$ cat src/rtl/clock_repl_pkg.sv
// rtl/clock_repl_pkg.sv - shared types and helpers for the CLOCK replacement engine
package clock_repl_pkg;

    localparam int CLOCK_ASSOC = 4;
    // rotl1 works on a fixed-width carrier; ways per set must stay below this.
    localparam int ROT_MAX_W = 64;

    typedef enum logic {
        IDLE = 1'b0,
        RESP = 1'b1
    } evict_state_e;

    typedef struct packed {
        logic [CLOCK_ASSOC-1:0] hand;
        logic [CLOCK_ASSOC-1:0] use_bits;
        logic [CLOCK_ASSOC-1:0] valid;
    } clock_set_t;

    function automatic logic [ROT_MAX_W-1:0] rotl1(input logic [ROT_MAX_W-1:0] v,
                                                   input int unsigned w);
        logic [ROT_MAX_W-1:0] r;
        r = '0;
        for (int unsigned i = 0; i < w; i++) begin
            r[6'((i + 1) % w)] = v[6'(i)];
        end
        return r;
    endfunction

endpackage

$ cat src/rtl/clock_victim_select.sv
// rtl/clock_victim_select.sv - combinational CLOCK victim pick for one set
module clock_victim_select
    import clock_repl_pkg::*;
#(
    parameter int ASSOCIATIVITY = 4
) (
    input  logic [ASSOCIATIVITY-1:0] hand_i,
    input  logic [ASSOCIATIVITY-1:0] use_i,
    input  logic [ASSOCIATIVITY-1:0] valid_i,
    input  logic                     inv_first_i,
    output logic [ASSOCIATIVITY-1:0] victim_o,
    output logic [ASSOCIATIVITY-1:0] use_o,
    output logic [ASSOCIATIVITY-1:0] hand_o,
    output logic                     was_invalid_o
);

    localparam int A  = ASSOCIATIVITY;
    localparam int A2 = 2 * ASSOCIATIVITY;
    localparam logic [A-1:0]  ONE  = 1;
    localparam logic [A2-1:0] ONE2 = 1;

    logic [A-1:0]  invalid;
    logic [A-1:0]  inv_lowest;
    logic [A-1:0]  free;
    logic [A-1:0]  at_or_above;
    logic [A2-1:0] scan;
    logic [A2-1:0] scan_first;
    logic [A2-1:0] passed2;
    logic [A-1:0]  passed;
    logic [A-1:0]  clk_victim;
    logic [ROT_MAX_W-1:0] rot_w;
    logic          unused_rot;

    assign invalid    = ~valid_i;
    assign inv_lowest = invalid & (~invalid + ONE);

    // Doubled free vector with ways below the hand masked in the lower copy,
    // so a single find-first-one yields the circular scan from the hand.
    assign free        = ~use_i;
    assign at_or_above = ~(hand_i - ONE);
    assign scan        = {free, free & at_or_above};
    assign scan_first  = scan & (~scan + ONE2);
    assign passed2     = scan_first - {{A{1'b0}}, hand_i};
    assign passed      = passed2[A-1:0] | passed2[A2-1:A];
    assign clk_victim  = (|free) ? (scan_first[A-1:0] | scan_first[A2-1:A]) : hand_i;

    assign rot_w      = rotl1(ROT_MAX_W'(clk_victim), ASSOCIATIVITY);
    assign unused_rot = ^rot_w[ROT_MAX_W-1:A];

    always_comb begin
        victim_o      = clk_victim;
        use_o         = (|free) ? ((use_i & ~passed) | clk_victim) : clk_victim;
        hand_o        = rot_w[A-1:0];
        was_invalid_o = |(clk_victim & invalid);
        if (inv_first_i && (|invalid)) begin
            victim_o      = inv_lowest;
            use_o         = use_i | inv_lowest;
            hand_o        = hand_i;
            was_invalid_o = 1'b1;
        end
    end

endmodule

$ cat src/rtl/clock_repl_set_array.sv
// rtl/clock_repl_set_array.sv - multi-set CLOCK replacement engine with victim handshake
// Optional invalid-first victim selection: CLOCK_REPL_INVALID_FIRST_EN.
module clock_repl_set_array
    import clock_repl_pkg::*;
#(
    parameter  int ASSOCIATIVITY = 4,
    parameter  int NUM_SETS      = 16,
    localparam int SET_W         = $clog2(NUM_SETS)
) (
    input  logic                     i_clk,
    input  logic                     i_rst,
    input  logic                     i_touch_valid,
    input  logic [SET_W-1:0]         i_touch_set,
    input  logic [ASSOCIATIVITY-1:0] i_touch_way,
    input  logic                     i_inval_valid,
    input  logic [SET_W-1:0]         i_inval_set,
    input  logic [ASSOCIATIVITY-1:0] i_inval_way,
    input  logic                     i_evict_req_valid,
    output logic                     o_evict_req_ready,
    input  logic [SET_W-1:0]         i_evict_set,
    output logic                     o_evict_resp_valid,
    input  logic                     i_evict_resp_ready,
    output logic [ASSOCIATIVITY-1:0] o_evict_way,
    output logic                     o_evict_was_invalid
);

    localparam int A = ASSOCIATIVITY;
    localparam logic [A-1:0] HAND_RST = 1;
`ifdef CLOCK_REPL_INVALID_FIRST_EN
    localparam logic INV_FIRST = 1'b1;
`else
    localparam logic INV_FIRST = 1'b0;
`endif

    logic [A-1:0] hand_q  [NUM_SETS];
    logic [A-1:0] use_q   [NUM_SETS];
    logic [A-1:0] valid_q [NUM_SETS];
    logic [A-1:0] hand_d  [NUM_SETS];
    logic [A-1:0] use_d   [NUM_SETS];
    logic [A-1:0] valid_d [NUM_SETS];
    logic [A-1:0] ops_use   [NUM_SETS];
    logic [A-1:0] ops_valid [NUM_SETS];

    evict_state_e state_q, state_d;
    logic [A-1:0] resp_way_q, resp_way_d;
    logic         resp_inv_q, resp_inv_d;

    logic         accept;
    logic         resp_done;
    logic [A-1:0] sel_victim;
    logic [A-1:0] sel_use;
    logic [A-1:0] sel_hand;
    logic         sel_inv;

    assign o_evict_req_ready   = (state_q == IDLE);
    assign o_evict_resp_valid  = (state_q == RESP);
    assign o_evict_way         = resp_way_q;
    assign o_evict_was_invalid = resp_inv_q;
    assign accept              = i_evict_req_valid & o_evict_req_ready;
    assign resp_done           = o_evict_resp_valid & i_evict_resp_ready;

    // Touch/invalidate effects per set; invalidate is applied first so it wins.
    always_comb begin
        for (int s = 0; s < NUM_SETS; s++) begin
            ops_valid[s] = valid_q[s];
            ops_use[s]   = use_q[s];
            if (i_inval_valid && (i_inval_set == SET_W'(s))) begin
                ops_valid[s] = valid_q[s] & ~i_inval_way;
                ops_use[s]   = use_q[s] & ~i_inval_way;
            end
            if (i_touch_valid && (i_touch_set == SET_W'(s))) begin
                ops_use[s] = ops_use[s] | (i_touch_way & ops_valid[s]);
            end
        end
    end

    clock_victim_select #(
        .ASSOCIATIVITY(ASSOCIATIVITY)
    ) u_select (
        .hand_i       (hand_q[i_evict_set]),
        .use_i        (ops_use[i_evict_set]),
        .valid_i      (ops_valid[i_evict_set]),
        .inv_first_i  (INV_FIRST),
        .victim_o     (sel_victim),
        .use_o        (sel_use),
        .hand_o       (sel_hand),
        .was_invalid_o(sel_inv)
    );

    always_comb begin
        for (int s = 0; s < NUM_SETS; s++) begin
            hand_d[s]  = hand_q[s];
            use_d[s]   = ops_use[s];
            valid_d[s] = ops_valid[s];
            if (accept && (i_evict_set == SET_W'(s))) begin
                hand_d[s]  = sel_hand;
                use_d[s]   = sel_use;
                valid_d[s] = ops_valid[s] | sel_victim;
            end
        end
    end

    always_comb begin
        state_d    = state_q;
        resp_way_d = resp_way_q;
        resp_inv_d = resp_inv_q;
        case (state_q)
            IDLE: begin
                if (accept) begin
                    state_d    = RESP;
                    resp_way_d = sel_victim;
                    resp_inv_d = sel_inv;
                end
            end
            RESP: begin
                if (resp_done) begin
                    state_d = IDLE;
                end
            end
            default: state_d = IDLE;
        endcase
    end

    always_ff @(posedge i_clk) begin
        if (i_rst) begin
            state_q    <= IDLE;
            resp_way_q <= '0;
            resp_inv_q <= 1'b0;
            for (int s = 0; s < NUM_SETS; s++) begin
                hand_q[s]  <= HAND_RST;
                use_q[s]   <= '0;
                valid_q[s] <= '0;
            end
        end else begin
            state_q    <= state_d;
            resp_way_q <= resp_way_d;
            resp_inv_q <= resp_inv_d;
            for (int s = 0; s < NUM_SETS; s++) begin
                hand_q[s]  <= hand_d[s];
                use_q[s]   <= use_d[s];
                valid_q[s] <= valid_d[s];
            end
        end
    end

endmodule

$ cat config.mk
export PLATFORM = sky130hd
export DESIGN_NAME = clock_repl_set_array
export DESIGN_NICKNAME = d
export VERILOG_FILES = /design/src/rtl/clock_repl_pkg.sv /design/src/rtl/clock_victim_select.sv /design/src/rtl/clock_repl_set_array.sv
export SDC_FILE = /design/constraint.sdc
export NUM_CORES = 1
export LEC_CHECK = 0
export BUFFER_PORTS_ARGS = -buffer_cell sky130_fd_sc_hd__clkbuf_2
export CAP_MARGIN = 20
export CORE_MARGIN = 2
export CORE_UTILIZATION = 42
export CTS_BUF_LIST = sky130_fd_sc_hd__clkbuf_8
export DETAILED_ROUTE_END_ITERATION = 16
export GPL_TIMING_DRIVEN = 0
export MAX_ROUTING_LAYER = met4
export PLACE_DENSITY = 0.71
export SYNTH_ARGS = -nofsm -noshare
export SYNTH_HDL_FRONTEND = slang
export SYNTH_SLANG_ARGS = --single-unit
$ cat constraint.sdc
create_clock -name i_clk -period 4.7 [get_ports i_clk]
set_input_delay 0.94 -clock i_clk [delete_from_list [all_inputs] [get_ports i_clk]]
set_output_delay 0.94 -clock i_clk [all_outputs]
set_load 0.05 [all_outputs]
# Word-level counts from Yosys, hierarchy flattened
# Memory sizes are Yosys's and may differ from the RTL's.
# Cells that the tools add are included.
# Widths: inputs -> output; s select.
dict set report classes {
  add_sub_neg 3
  multipliers 0
  div_mod_pow 0
  order_cmp 1
  eq_ne 61
  shifts 0
  mux 158
  n_bitwise 145
  reduce_logical 70
}
# cell n
set op_table {}
lappend op_table {{$mux 4} 150}
lappend op_table {{$and 4x4->4} 51}
lappend op_table {{$or 4x4->4} 35}
lappend op_table {{$eq 4x4->1 const B} 24}
lappend op_table {{$eq 4x3->1 const B} 12}
lappend op_table {{$logic_and 1x1->1} 48}
lappend op_table {{$or 1x1->1} 48}
lappend op_table {{$reduce_and 2->1} 17}
lappend op_table {{$bmux 4 s4} 2}
lappend op_table {{$eq 4x2->1 const B} 6}
lappend op_table {{$not 4->4} 5}
lappend op_table {{$ne 1x1->1 const B} 16}
lappend op_table {{$eq 4x1->1 const B} 3}
lappend op_table {{$logic_not 4->1} 3}
lappend op_table {{$add 8x1->8 const B} 1}
lappend op_table {{$and 8x8->8} 1}
lappend op_table {{$not 8->8} 1}
lappend op_table {{$reduce_or 4->1} 2}
lappend op_table {{$sub 8x4->8} 1}
lappend op_table {{$ge 5x5->1 const B} 1}
lappend op_table {{$mux 1} 5}
lappend op_table {{$not 4->5} 1}
lappend op_table {{$sub 4x1->4 const B} 1}
lappend op_table {{$and 1x1->1} 2}
lappend op_table {{other kinds (2)} 2}
dict set report totals {
  reg_bits 6
  latchBits 0
  mem_bits_rw 192
  mem_bits_ro 0
  output_inout_bits 7
  word_cells 444
  mem_count 3
}
# name words word_bits rd rd_clocked_by_memory_dff write_ports line_no
set memory_table {}
lappend memory_table {hand_q 16 4 1 0 16 clock_repl_set_array.sv:35} ;# logic [A-1:0] hand_q [NUM_SETS];
lappend memory_table {use_q 16 4 16 0 16 clock_repl_set_array.sv:36} ;# logic [A-1:0] use_q [NUM_SETS];
lappend memory_table {valid_q 16 4 16 0 16 clock_repl_set_array.sv:37} ;# logic [A-1:0] valid_q [NUM_SETS];

# Depth between registers and ports, before layout
dict set report depth {
  depth_word 22
  ltp_mapped 20
}

# By module
# Synthesis repeated with hierarchy kept, for this count alone.
dict set report hier_totals {
  hier_cells 1311
  area_unflattened_um2 11146.9
}
# mod n_inst cells_per_inst area_per_inst_um2 seq_area_each_um2
set modules_own_cells {}
lappend modules_own_cells {clock_repl_set_array 1 1208 10440.0 4604.4}
lappend modules_own_cells {clock_victim_select 1 103 706.9 0.0}

# Worst setup path after synthesis
# Ideal clock, no wire load.
dict set report synth_path {
  path_kind {input to register}
  from {input i_evict_set[1]}
  to {memory use_q[1][17] (netlist bit)}
  setup_time_ps 138
  t_arrival_ps 4433
  path_slack_ps 130
  path_stages 18
  path_buffers 4
  cell_sequence {buf_2 -> buf_6 -> clkbuf_1 -> mux4_2 -> nand2_1 -> nand4_1 -> clkinv_1 -> ha_1 -> inv_1 -> o32ai_2 -> nor3_1 -> ha_1 -> a21o_1 -> a31oi_1 -> o221ai_2 -> a21oi_2 -> buf_6 -> o32ai_1}
}
# item line_no
set synth_rtl {}
lappend synth_rtl {{from (decl)} clock_repl_set_array.sv:20} ;# input logic [SET_W-1:0] i_evict_set,
lappend synth_rtl {{to (decl)} clock_repl_set_array.sv:36}

==> results.json <==
{
  "placed_area_sq_um": 11400,
  "fin_crit_sh_pct": 102,
  "synth_area_leaders": "dfxtp_1, edfxtp_1, mux4_2",
  "drive_gt1_share_pct": 17.1,
  "switchingPower_uw": 1630,
  "vias_per_cell": 7.28,
  "hpwlAfterDp_mm": 38.1,
  "grt-ovfl-total": 0,
  "maxClockFrequency_ghz": 0.209,
  "hp-class": "flip-flop to flip-flop",
  "fill_cells": 2425,
  "wire_per_inst_microns": 33.3,
  "die-height_microns": 165,
  "place.gp.congestion": 1.13,
  "syn_inst": 1198,
  "die_w_microns": 165,
  "clockPowerShare_pct": 30.7,
  "coreArea_sq_um": 25300,
  "period_needed_ns": 4.78,
  "track_usage_pct": 40.3,
  "vias": 11700,
  "crit_required_ns": 5.07,
  "final_cell_mix": "nor2_1, dfxtp_1, nand2_1",
  "drc_errors": 0,
  "cts_buffer_depth": 2,
  "finalSetupTns_ns": -0.847,
  "netSwitchingFraction_pct": 38.8,
  "ys_warn_count": 0,
  "fin_cells": 1607,
  "cp_max_fo": 10,
  "total_leakage_power_uw": 0.00396,
  "arrival_ns": 5.15,
  "numPortBuffers": 23,
  "cts-root-buf": "clkbuf_8",
  "report.final.slew_viol_count": 0,
  "cts_max_level": 4,
  "multi_input_area_sq_um": 5910,
  "seq_area_frac_synth_pct": 42.4,
  "nets": 1292,
  "cts.sinks": 198,
  "placementRows": 58,
  "syn_nets": 1229,
  "area_growth_pct": 13.2,
  "finalInstanceArea_sq_um": 12300,
  "whs_endpoint": "o_evict_way[3]",
  "avgSynthCellArea_sq_um": 9.06,
  "final_common_cell": "nor2_1",
  "slew_headroom_pct": 24.1,
  "firstDrtPassIters": 9,
  "r2r_end": "use_q[0][18]",
  "synth_top_area_share_pct": 24.7,
  "cts_tree": "done",
  "holdPathStages": 2,
  "dr_wl_met3_mm": 7.74,
  "min_from": "o_evict_way[3]",
  "dp.cells": 1555,
  "combPwrFrac_pct": 25.4,
  "clk_pin_slew_ns": 0.13,
  "dieArea_sq_um": 27100,
  "crit_path_start_kind": "input pin",
  "status": "finished with violations",
  "cellPowerDensity_nw_per_um2": 342,
  "power_frac_seq_pct": 43.9,
  "area.sequential_sq_um": 4600,
  "ir_drop_mv": 0.234,
  "cts_inserted_buffers": 17,
  "async_flop_share_pct": 0,
  "whs_ns": 0.470,
  "initial_core_util_pct": 43.0,
  "grt_pass1_vias": 10600,
  "setup_violations": 18,
  "routed-wl-met2_mm": 21.8,
  "path_class": "input pin to flip-flop",
  "top_layer_used": "met4",
  "setup_slack_ns": -0.0759,
  "drt-met1-wl_mm": 19.5,
  "p_int_uw": 2570,
  "io_pins": 33,
  "reg2reg_slack_ns": 0.80,
  "fin_worst_skew_ns": 0.0225,
  "end_kind": "flip-flop",
  "reg2regPathDepth": 17,
  "drt_iter0_drc": 2263,
  "drt_wl_total_mm": 53.5,
  "synth_edf_count": 64,
  "clock_latency_ns": 0.53,
  "grt_max_degree": 26,
  "ys.flop_type": "dfxtp_1",
  "grt_pass1_wl_mm": 74.3,
  "ant_nets": 0,
  "r2r-start": "hand_q[7][1]",
  "tightest_slew_ns": 1.14,
  "synth.largest_area_cell": "dfxtp_1",
  "synth_cell_type_count": 81,
  "antenna_found_initial": 0,
  "max_cap_violations": 0,
  "violations": "negative setup slack",
  "synthesis.area_sq_um": 10900,
  "synth_seq_cells": 198,
  "hold_viol": 0
}
## metrics by stage
| stage | setup slack, ns | power (uW) | util, % |
|---|---|---|---|
| final | -0.0759 | 4200 | 48.7 |
| after global routing | -0.111 | 4260 | 48.6 |
| after CTS | -0.0545 | 4040 | 47.5 |
| after detailed placement | -1.48 | 2770 | 45.3 |
| after global placement | -1.51 | 2770 | 45.1 |
| after floorplan | 0.130 | 2430 | - |
## layout make-up
type	count	share of cell area, %
Sequential cell	198	37.5
Buffer	99	4.05
Timing Repair Buffer	46	2.53
Clock buffer	17	1.90
Clock inverter	15	1.77
Multi-Input combinational cell	876	48.1
Antenna cell	3	0.0611
Inverter	23	0.743
Tap cell	330	3.36
## state kept, by name (all words and copies together) (netlist names)
name / flops
o_evict_resp_valid: 1
valid_q: 64
o_evict_was_invalid: 1
o_evict_way: 4
hand_q: 64
use_q: 64
## worst max-delay path by stage
stage          slack, ns           start      endpoint
2_1_floorplan       0.13  i_evict_set[1]  use_q[1][17]
3_3_place_gp       -1.51  i_evict_set[2]  use_q[0][19]
3_5_place_dp       -1.48  i_evict_set[2]  use_q[0][19]
4_1_cts            -0.05  i_evict_set[3]   use_q[0][5]
5_1_grt            -0.11  i_touch_set[2]   use_q[0][6]
6_report           -0.08  i_touch_set[2]  use_q[0][18]
## what timing repair did
item | in CTS | in global routing
endpoints found under the setup margin | 174 | 137
buffers inserted | 5 | 12
pin swaps | 4 | 7
gates resized for setup | 18 | 37
hold buffers | 0 | 0
hold endpoints to repair | 0 | 0
gates cloned | 0 | 1
## routing by layer
layer / vias up / track usage (%)
met3: 292 / 10.5
met5: - / -
li1: 4722 / -
met2: 1049 / 56.2
met4: 0 / 25.9
met1: 5632 / 51.5
## power groups by stage
stage               Clock, uW  Combinational, uW  Sequential (uW)
finish                   1290               1070             1850
global route             1340               1080             1850
CTS                      1270                925             1840
detailed placement          0                891             1880
global placement            0                891             1880
floorplan                   0                528             1900
## synth_stat cells (20+ instances only)
cell type and n:
inv_1 20, buf_2 35, a31oi_1 61, a21oi_1 63, mux4_2 31, nor2_1 152, dfxtp_1 134, o21ai_0 73
clkbuf_1 49, edfxtp_1 64, o32ai_1 28, nand2_1 116, nor3_1 23, o22ai_1 23
## critical path, cell delays in order
cell and delay (ns):
clkbuf_2 0.13, and3_1 0.28, clkbuf_4 0.35, buf_4 0.31
a31oi_1 0.17, a32oi_1 0.17, nand4_1 0.24, nor3_4 0.41
buf_2 0.32, nand2_1 0.15, fa_1 0.48, a21oi_1 0.18
nor2_1 0.10, nor2_1 0.10, o21ai_0 0.15, a21oi_4 0.33
buf_6 0.21, o32ai_1 0.10
## cells by family after synthesis
family | Yosys count | synth area share, %
and+or+nand+nor | 450 | 20.6
adders and majority gates | 5 | 0.646
AOI/OAI and AO/OA | 378 | 23.7
DFF | 198 | 42.4
muxes | 35 | 6.80
buffers and inverters | 125 | 5.13
xor gates and xnor gates | 7 | 0.634
Power figures use the tool's default switching activity.
